==> src/rtl/multi_channel_debouncer.sv <==
// N-channel push-button conditioner: synchroniser, stability filter, press/release/event pulses.
// Optional LONG_PRESS_EN adds a per-channel long-hold detector (long_press port, HOLD_CYCLES).
module multi_channel_debouncer #(
    parameter int unsigned N_CH          = 4,
    parameter int unsigned SYNC_STAGES   = 2,
    parameter int unsigned STABLE_CYCLES = 50000
`ifdef LONG_PRESS_EN
    ,
    parameter int unsigned HOLD_CYCLES   = 100000000
`endif
) (
    input  logic            clk,
    input  logic            rst,
    input  logic [N_CH-1:0] noisy_in,
    input  logic [1:0]      edge_mode,
    output logic [N_CH-1:0] clean_level,
    output logic [N_CH-1:0] press_pulse,
    output logic [N_CH-1:0] release_pulse,
    output logic [N_CH-1:0] event_pulse
`ifdef LONG_PRESS_EN
    ,
    output logic [N_CH-1:0] long_press
`endif
);

    localparam int unsigned CNT_W = $clog2(STABLE_CYCLES + 1);

    logic [SYNC_STAGES-1:0][N_CH-1:0] sync_q;
    logic [N_CH-1:0]                  synced;
    logic [N_CH-1:0][CNT_W-1:0]       cnt_q;
    logic [N_CH-1:0][CNT_W-1:0]       cnt_d;
    logic [N_CH-1:0]                  clean_q;
    logic [N_CH-1:0]                  clean_d;
    logic [N_CH-1:0]                  press_q;
    logic [N_CH-1:0]                  press_d;
    logic [N_CH-1:0]                  release_q;
    logic [N_CH-1:0]                  release_d;

    // Metastability chain; stage 0 samples the raw pins.
    always_ff @(posedge clk or posedge rst) begin
        if (rst) begin
            sync_q <= '0;
        end else begin
            sync_q <= {sync_q[SYNC_STAGES-2:0], noisy_in};
        end
    end

    assign synced = sync_q[SYNC_STAGES-1];

    // Stability filter: a differing level must persist STABLE_CYCLES edges to be accepted.
    always_comb begin
        cnt_d     = cnt_q;
        clean_d   = clean_q;
        press_d   = '0;
        release_d = '0;
        for (int ch = 0; ch < N_CH; ch++) begin
            if (synced[ch] == clean_q[ch]) begin
                cnt_d[ch] = '0;
            end else if (cnt_q[ch] == CNT_W'(STABLE_CYCLES - 1)) begin
                cnt_d[ch]     = '0;
                clean_d[ch]   = synced[ch];
                press_d[ch]   = synced[ch];
                release_d[ch] = ~synced[ch];
            end else begin
                cnt_d[ch] = cnt_q[ch] + CNT_W'(1);
            end
        end
    end

    always_ff @(posedge clk or posedge rst) begin
        if (rst) begin
            cnt_q     <= '0;
            clean_q   <= '0;
            press_q   <= '0;
            release_q <= '0;
        end else begin
            cnt_q     <= cnt_d;
            clean_q   <= clean_d;
            press_q   <= press_d;
            release_q <= release_d;
        end
    end

    assign clean_level   = clean_q;
    assign press_pulse   = press_q;
    assign release_pulse = release_q;
    // Mode mask is applied after the pulse registers so edge_mode acts in the same cycle.
    assign event_pulse   = (press_q   & {N_CH{edge_mode[0]}})
                         | (release_q & {N_CH{edge_mode[1]}});

`ifdef LONG_PRESS_EN
    localparam int unsigned HOLD_W = $clog2(HOLD_CYCLES + 1);

    logic [N_CH-1:0][HOLD_W-1:0] hold_q;
    logic [N_CH-1:0][HOLD_W-1:0] hold_d;
    logic [N_CH-1:0]             long_q;
    logic [N_CH-1:0]             long_d;

    // Hold counter equals (cycles clean_level has been high) - 1, saturating at HOLD_CYCLES-1.
    always_comb begin
        hold_d = hold_q;
        long_d = '0;
        for (int ch = 0; ch < N_CH; ch++) begin
            if (!clean_d[ch]) begin
                hold_d[ch] = '0;
            end else if (!clean_q[ch]) begin
                hold_d[ch] = '0;
                long_d[ch] = (HOLD_CYCLES == 1);
            end else if (hold_q[ch] != HOLD_W'(HOLD_CYCLES - 1)) begin
                hold_d[ch] = hold_q[ch] + HOLD_W'(1);
                long_d[ch] = (hold_d[ch] == HOLD_W'(HOLD_CYCLES - 1));
            end
        end
    end

    always_ff @(posedge clk or posedge rst) begin
        if (rst) begin
            hold_q <= '0;
            long_q <= '0;
        end else begin
            hold_q <= hold_d;
            long_q <= long_d;
        end
    end

    assign long_press = long_q;
`endif

endmodule

==> config.mk <==
export PLATFORM = sky130hd
export DESIGN_NAME = multi_channel_debouncer
export DESIGN_NICKNAME = d
export VERILOG_FILES = /design/src/rtl/multi_channel_debouncer.sv
export SDC_FILE = /design/constraint.sdc
export NUM_CORES = 1
export LEC_CHECK = 0
export CAP_MARGIN = 20
export CORE_ASPECT_RATIO = 0.8
export CORE_MARGIN = 10
export CORE_UTILIZATION = 53
export DETAILED_ROUTE_END_ITERATION = 10
export GPL_ROUTABILITY_DRIVEN = 0
export PLACE_DENSITY = 0.75
export SLEW_MARGIN = 10
export SYNTH_ARGS = -nofsm -noshare
export SYNTH_HDL_FRONTEND = slang
export SYNTH_SLANG_ARGS = --single-unit
==> constraint.sdc <==
create_clock -name clk -period 2.6 [get_ports clk]
set_clock_uncertainty 0.15 [all_clocks]
set_input_delay 0.26 -clock clk [delete_from_list [all_inputs] [get_ports clk]]
set_output_delay 0.26 -clock clk [all_outputs]
set_load 0.005 [all_outputs]
# Yosys cells after proc, flatten, opt, wreduce, memory -nomap -nowiden
# Index checks and enable logic that the tools add are counted.
dict set report word_totals {
  regBits 84
  wordCells 63
  in_bits 8
  output_inout_bits 16
}
dict set report op_classes {
  n_reduce_logical 4
  n_bitwise 11
  eq_ne 8
  n_mux 24
  add_sub_neg 4
}
# cell n
set op_table {}
lappend op_table {{$mux W16} 8}
lappend op_table {{$add A16 B1 Y16 const B} 4}
lappend op_table {{$eq A16 B16 Y1 const B} 4}
lappend op_table {{$mux W1} 16}
lappend op_table {{$and A4 B4 Y4} 2}
lappend op_table {{$not A1 Y1} 8}
lappend op_table {{$reduce_and A2 Y1} 4}
lappend op_table {{$eq A1 B1 Y1} 4}
lappend op_table {{$or A4 B4 Y4} 1}

# Longest topological paths before layout
# Gate-level depths: netlist (run 1).
dict set report depth {
  depth_word 3
  mapped_depth 6
}

# Worst setup path after synthesis (run 1)
# Ideal clock, no wire load.
dict set report synth_path {
  path_type {register to register}
  startpoint {register cnt_q[44] (netlist bit)}
  endpoint {register clean_q[2], in the netlist clean_level[2]}
  arrival_ns 1.610
  setup_ns 0.125
  stages_incl_launch_ff 5
  slack_ns 0.715
  synth_period_minus_slack_ns 1.885
  cell_sequence {dfrtp_1 -> nor4_1 -> nand3b_1 -> or4_4 -> mux2_4}
}
dict set report synth_between {
  elab_chain_len 2
}
# element line_no
set synth_rtl {}
lappend synth_rtl {{start: declaration} 30} ;# logic [N_CH-1:0][CNT_W-1:0] cnt_q;
lappend synth_rtl {{start signal: assignment} 77} ;# cnt_q <= cnt_d;
lappend synth_rtl {{$eq A16 B16 Y1} 59} ;# end else if (cnt_q[ch] == CNT_W'(STABLE_CYCLES - 1)) begin
lappend synth_rtl {{$reduce_and A2 Y1 (no line)} n/a}
lappend synth_rtl {{end signal: assignment} 78} ;# clean_q <= clean_d;
lappend synth_rtl {{end: declaration} 32} ;# logic [N_CH-1:0] clean_q;
# Every way passes these cells.
# A chain may end at the register's enable or synchronous reset.

==> results of run 1 <==
-- cells by family (layout without fill, tap and decap cells) --
family / count (synthesis) / count (layout) / synth area share [%]
mux: 4 / 4 / 1.284
xor+xnor: 58 / 58 / 13.37
buf+inv: 14 / 50 / 1.449
flops: 84 / 84 / 55.32
fa+ha+maj: 4 / 4 / 1.317
simple gates: 187 / 187 / 25.45
compound gates: 8 / 8 / 1.811
-- routing by layer --
| metal | up-vias | wire (um) | GRT usage [%] |
|---|---|---|---|
| met5 | - | 0 | 0 |
| met4 | 0 | 77 | 4.583 |
| met3 | 8 | 424 | 5.286 |
| met2 | 73 | 3184 | 20.43 |
| met1 | 1287 | 3385 | 17.95 |
| li1 | 1306 | - | - |
-- critical path, stage by stage, from the launching register on --
cell,delay [ns]
dfrtp_1,0.39
ha_1,0.20
nand3_1,0.21
nand4b_1,0.37
nand2_1,0.46
nor2_1,0.11
-- per-stage QoR --
stage                     hold slack, ns  instances  worst slack (ns)  util [%]  instance area, um2
after floorplan                   0.1414        359           0.02486         -                3800
after global placement            0.1827        466            0.6343     59.93                4150
after detailed placement          0.1871        466            0.5848     59.93                4150
after CTS                        0.07692        482            0.5726     63.18                4375
after global routing              0.1069        482            0.3607     63.18                4375
final                            0.08046        482            0.5610     63.18                4375
-- final cells by class --
cell class	instances	area [um2]
tap	87	108.9
multi-input combinational	261	1643
inverter	8	31.28
timing repair buffer	26	265.3
sequential	84	2102
clock inverter	6	87.58
clock buffer	10	137.6
fill	540	2550
-- worst paths after layout --
kind                            slack, ns  cells past startpoint  startpoint         to
max in group asynchronous            1.60                      3         rst  cnt_q[53]
worst min register to register       0.19                      0   sync_q[1]  synced[1]
worst max-delay path                 0.56                      5    cnt_q[1]   cnt_q[2]
worst min-delay path                 0.08                      2         rst   cnt_q[9]
min in group clk                     0.19                      0   sync_q[1]  synced[1]
worst max register to register       0.56                      5    cnt_q[1]   cnt_q[2]
-- placed cells by master (no fill, tap or decap), drive strengths merged, types with 5 or more instances in the layout --
cell           Yosys  routed
and3               9       9
clkbuf             4      10
clkdlybuf4s50      0      23
clkinv             0       5
dfrtp             84      84
inv                8       7
nand2             20      20
nand3             24      24
nand4             16      16
nor2              67      67
nor3              11      11
nor3b              9       9
nor4              14      14
nor4bb             6       6
xnor2             39      39
xor2              19      19
-- sequential cells by signal, indices dropped and copies added (netlist names) --
signal,flops
press_pulse,4
sync_q,4
cnt_q,64
clean_level,4
synced,4
release_pulse,4
-- power by group through the flow --
stage                     Combinational, mW  Sequential (mW)  Clock (mW)
after global routing                 0.0983             1.35        1.11
after detailed placement             0.0880             1.37           0
after floorplan                      0.0553             1.37           0
after CTS                            0.0884             1.35        1.06
final                                0.0858             1.35        1.03
after global placement               0.0875             1.37           0
==> flow_summary.toml, run 1 <==
[status]
status = "finished, final reports clean"

[synthesis]
yosysWarnings = 0
synthDistinctLibCells = 29
share_of_the_yosys_chip_area_belonging_to_registers_pct = 55.32
yosys.area.top_type = "dfrtp_1"
number_of_instances_in_the_synthesized_netlist = 359
syn_area_mm2 = 0.003800
avgSynthCellArea_um2 = 10.58
netlist.area_leader.share_pct = 55.32
synth_top_cells_by_count = "dfrtp_1 (84), nor2_1 (67), xnor2_1 (39)"
synth_top_flop_cell = "dfrtp_1"
synthesis.nets = 371
synth_most_common_cell = "dfrtp_1"
synth_edf_count = 0
synth.ff_latch_count = 84
post_synth_main_area_contributors = "dfrtp_1 (55%), xnor2_1 (9.0%), nor2_1 (6.6%)"
postSynth.asyncResetShare_pct = 100.0

[clock_tree]
clock_sink_count = 84
cts-buffers-inserted = 9
root_buffer = "clkbuf_8"
postCtsHoldBufs = 0
post_cts.repair.setup_buffers = 0
clock_tree_from_tritoncts = "yes"
post_cts.resized_instances = 0
cts_buffer_depth = 2
clock_pin_slew_on_the_worst_setup_and_hold_paths_ns = 0.08
htreeDepth = 3
worst_skew_pair.late_latency_ns = 0.35

[worst_setup_path]
critPathMaxFanout = 15
worstSetupStartpointType = "flop"
critical_path.endpoint_type = "flop"
worst-setup-path-type = "flop to flop"
required_time_of_the_critical_path_ns = 2.66
cp.arrival_ns = 2.10

[power]
ir_worst_vdd_v = 0.0003305
power.leakage_nw = 1.785
power_density_over_the_cells_mw_per_mm2 = 563.3
intPower_mw = 1.925
sw_frac_of_total_pct = 21.89
clockPowerShare_pct = 41.9
combinational_power_share_pct = 3.5
p_total_mw = 2.465
pwr-share-seq_pct = 54.6
p_sw_mw = 0.5395

[layout]
layout-area-overhead-vs-synth_pct = 15.15
final_layout_size_suffix_gt1_share_pct = 6.582
number_of_antenna_cells_inserted = 0
finalNetCount = 402

[floorplanning]
die-area_mm2 = 0.01098
initial_utilization_pct = 54.87
ioPinCount = 24
placement_rows = 27
die_h_um = 95.74
fp.dieW_um = 114.7
standard_cell_core_area_mm2 = 0.006925

[grt]
first_global_vias = 2602
globalRoute.totalOverflow = 0
gr-usage-all-layers_pct = 13.69
grt_start_max_net_pins = 41
antenna_found_initial = 0
grt_first_pass_wirelength_mm = 12.19

[drt]
avgRoutedWirePerCell_um = 14.67
ant_nets = 0
drt-initial-drc-count = 89
drt_drc_violations_left = 0
drt-vias-per-instance = 5.548
detailedRoute.firstPassIterationCount = 4
totalWireLength_mm = 7.073
route.vias.total = 2674

[placement]
numPortBuffers = 23
hpwlAfterDp_mm = 4.840

[sta]
worstMarginPinSlew_ns = 0.5114
finalCriticalPeriod_ns = 2.039
report.final.hold_viol_count = 0
min_period_over_period_pct = 78.42
setup-tns-final_ns = 0
fmaxAchievable_ghz = 0.4904
final_max_slew_viols = 0
relSlewSlack_pct = 65.82
rsz0062_at_grt = "false"
final-setup-viol-count = 0

[worst_hold_path]
holdCritPathClass = "input pin to asynchronous set/reset pin"

[run]
max_cap_violations = 0
Power figures use the tool's default switching activity.
==> run 2, diff against run 1 <==
Clock period 2.6 ns to 1.8 ns, I/O delays scaled along.
==> flow_summary.toml, run 2 (synthesis gave the netlist of run 1 again) <==
[status]
status = "finished, violations left"
violations_in_the_final_reports = "setup timing"

[worst_setup_path]
critical_path.endpoint_type = "flop"
critPathMaxFanout = 3
cpLargestDelayFamily = "simple AND/OR/NAND/NOR gates"
worst-setup-path-type = "flop to flop"
cp.arrival_ns = 2.00
required_time_of_the_critical_path_ns = 1.89
timing.critical_path.slowest_stage_cell = "or4_4"
combined_buffer_and_inverter_count_along_the_critical_path = 0
crit_path_cell_trace = "nor4_1, nand3b_1, or4_4, mux2_4"
worstSetupStartpointType = "flop"
critical_path.max_stage_delay_ns = 0.54

[sta]
final_max_slew_viols = 0
final-setup-viol-count = 4
report.final.hold_viol_count = 0
min_period_over_period_pct = 106.2
rsz0062_at_grt = "true"
setup_ws_post_layout_ns = -0.1116
fmaxAchievable_ghz = 0.5231
setup-tns-final_ns = -0.2382
finalCriticalPeriod_ns = 1.912
worstMarginPinSlew_ns = 0.4331
relSlewSlack_pct = 71.13

[layout]
layout.cells.most_common_list = "dfrtp_1 (83), nor2_1 (67), xnor2_1 (39)"
largest-register = "cnt_q"
mostFrequentLayoutCell = "dfrtp_1"
number_of_antenna_cells_inserted = 0
layout-area-overhead-vs-synth_pct = 21.60
finalNetCount = 427
final_layout_size_suffix_gt1_share_pct = 14.52
core_util_final_pct = 66.72
largest_reg_flops = 64

[grt]
globalRoute.totalOverflow = 0
grt_start_max_net_pins = 85
gr-usage-all-layers_pct = 14.66
antenna_found_initial = 0
grt_first_pass_wirelength_mm = 12.94
first_global_vias = 2703

[worst_hold_path]
holdCritPathClass = "input pin to flop"

[clock_tree]
cts_buffer_depth = 2
root_buffer = "clkbuf_8"
clock_pin_slew_on_the_worst_setup_and_hold_paths_ns = 0.09
htreeDepth = 3
clock_sink_count = 84
worst_skew_pair.late_latency_ns = 0.36
clock_tree_from_tritoncts = "yes"
cts-buffers-inserted = 9

[placement]
numPortBuffers = 23
pre_cts_ws_ns = -0.08969
hpwlAfterDp_mm = 5.214

[drt]
route.vias.total = 2772
avgRoutedWirePerCell_um = 14.92
detailedRoute.firstPassIterationCount = 4
totalWireLength_mm = 7.562
drt-initial-drc-count = 113
ant_nets = 0
drt-vias-per-instance = 5.467
drt_drc_violations_left = 0

[floorplanning]
die_h_um = 95.74
die-area_mm2 = 0.01098
placement_rows = 27
initial_utilization_pct = 54.87
standard_cell_core_area_mm2 = 0.006925
ioPinCount = 24
fp.dieW_um = 114.7

[power]
power.leakage_nw = 1.959
ir_worst_vdd_v = 0.0003843
power_density_over_the_cells_mw_per_mm2 = 718.2

[run]
max_cap_violations = 0
## run 2: cell count changes in the layout (fill, tap and decap cells not counted), sizes merged
| cell | change |
|---|---|
| clkdlybuf4s50 | -4 |
| clkbuf | +1 |
| clkinv | -2 |
| clkinvlp | +3 |
| dlymetal6s2s | +3 |
| bufinv | -2 |
| buf | +25 |
| dlygate4sd2 | +1 |
## run 2: layer usage
| metal | global-route usage, % | routed length [um] |
|---|---|---|
| met1 | 19.03 | 3457 |
| met2 | 22.41 | 3595 |
| met3 | 5.037 | 403 |
| met4 | 5.313 | 106 |
| met5 | 0 | 0 |
## run 2: path summary, 6_finish.rpt
check	startpoint	endpoint	slack, ns	cells past startpoint
setup / recovery	cnt_q[45]	clean_level[2]	-0.11	4
hold / removal	noisy_in[3]	sync_q[3]	0.10	1
setup reg to reg	cnt_q[45]	clean_level[2]	-0.11	4
hold reg to reg	sync_q[2]	synced[2]	0.21	0
max in group asynchronous	rst	cnt_q[4]	1.00	3
min in group asynchronous	rst	cnt_q[49]	0.15	3
## run 2: timing repair
action	in CTS	in global routing
hold buffers	0	0
pin swaps	1	5
setup buffers	1	0
gates cloned	1	0
resized for setup	5	14
endpoints found under the setup margin	20	50
## run 2: where the power goes
part / switching [mW] / total, mW / internal, mW
registers: 0.0296 / 1.95 / 1.92
clock network: 0.678 / 1.22 / 0.541
logic: 0.0860 / 0.154 / 0.0678
total: 0.793 / 3.32 / 2.53
## run 2: layout make-up
| type | instances | area [um2] |
|---|---|---|
| clock inverters | 5 | 37.54 |
| well taps | 87 | 108.9 |
| inverters | 8 | 33.78 |
| repair buffers | 51 | 481.7 |
| fillers | 541 | 2305 |
| flip-flops and latches | 84 | 2103 |
| multi-input cells | 261 | 1714 |
| clock buffers | 11 | 141.4 |
## run 2: worst register-to-register path, stage by stage, from the launching register on
cell	delay, ns
dfrtp_1	0.39
nor4_1	0.27
nand3b_1	0.13
or4_4	0.54
mux2_4	0.31
## run 2: stage by stage
stage | instances | area, um2 | hold WS, ns | power (mW)
floorplan | 359 | 3804 | 0.06143 | 2.056
global placement | 489 | 4350 | 0.1853 | 2.125
detailed placement | 489 | 4350 | 0.1897 | 2.131
CTS | 507 | 4562 | 0.08505 | 3.360
global route | 507 | 4621 | 0.08227 | 3.461
finish | 507 | 4621 | 0.1013 | 3.318
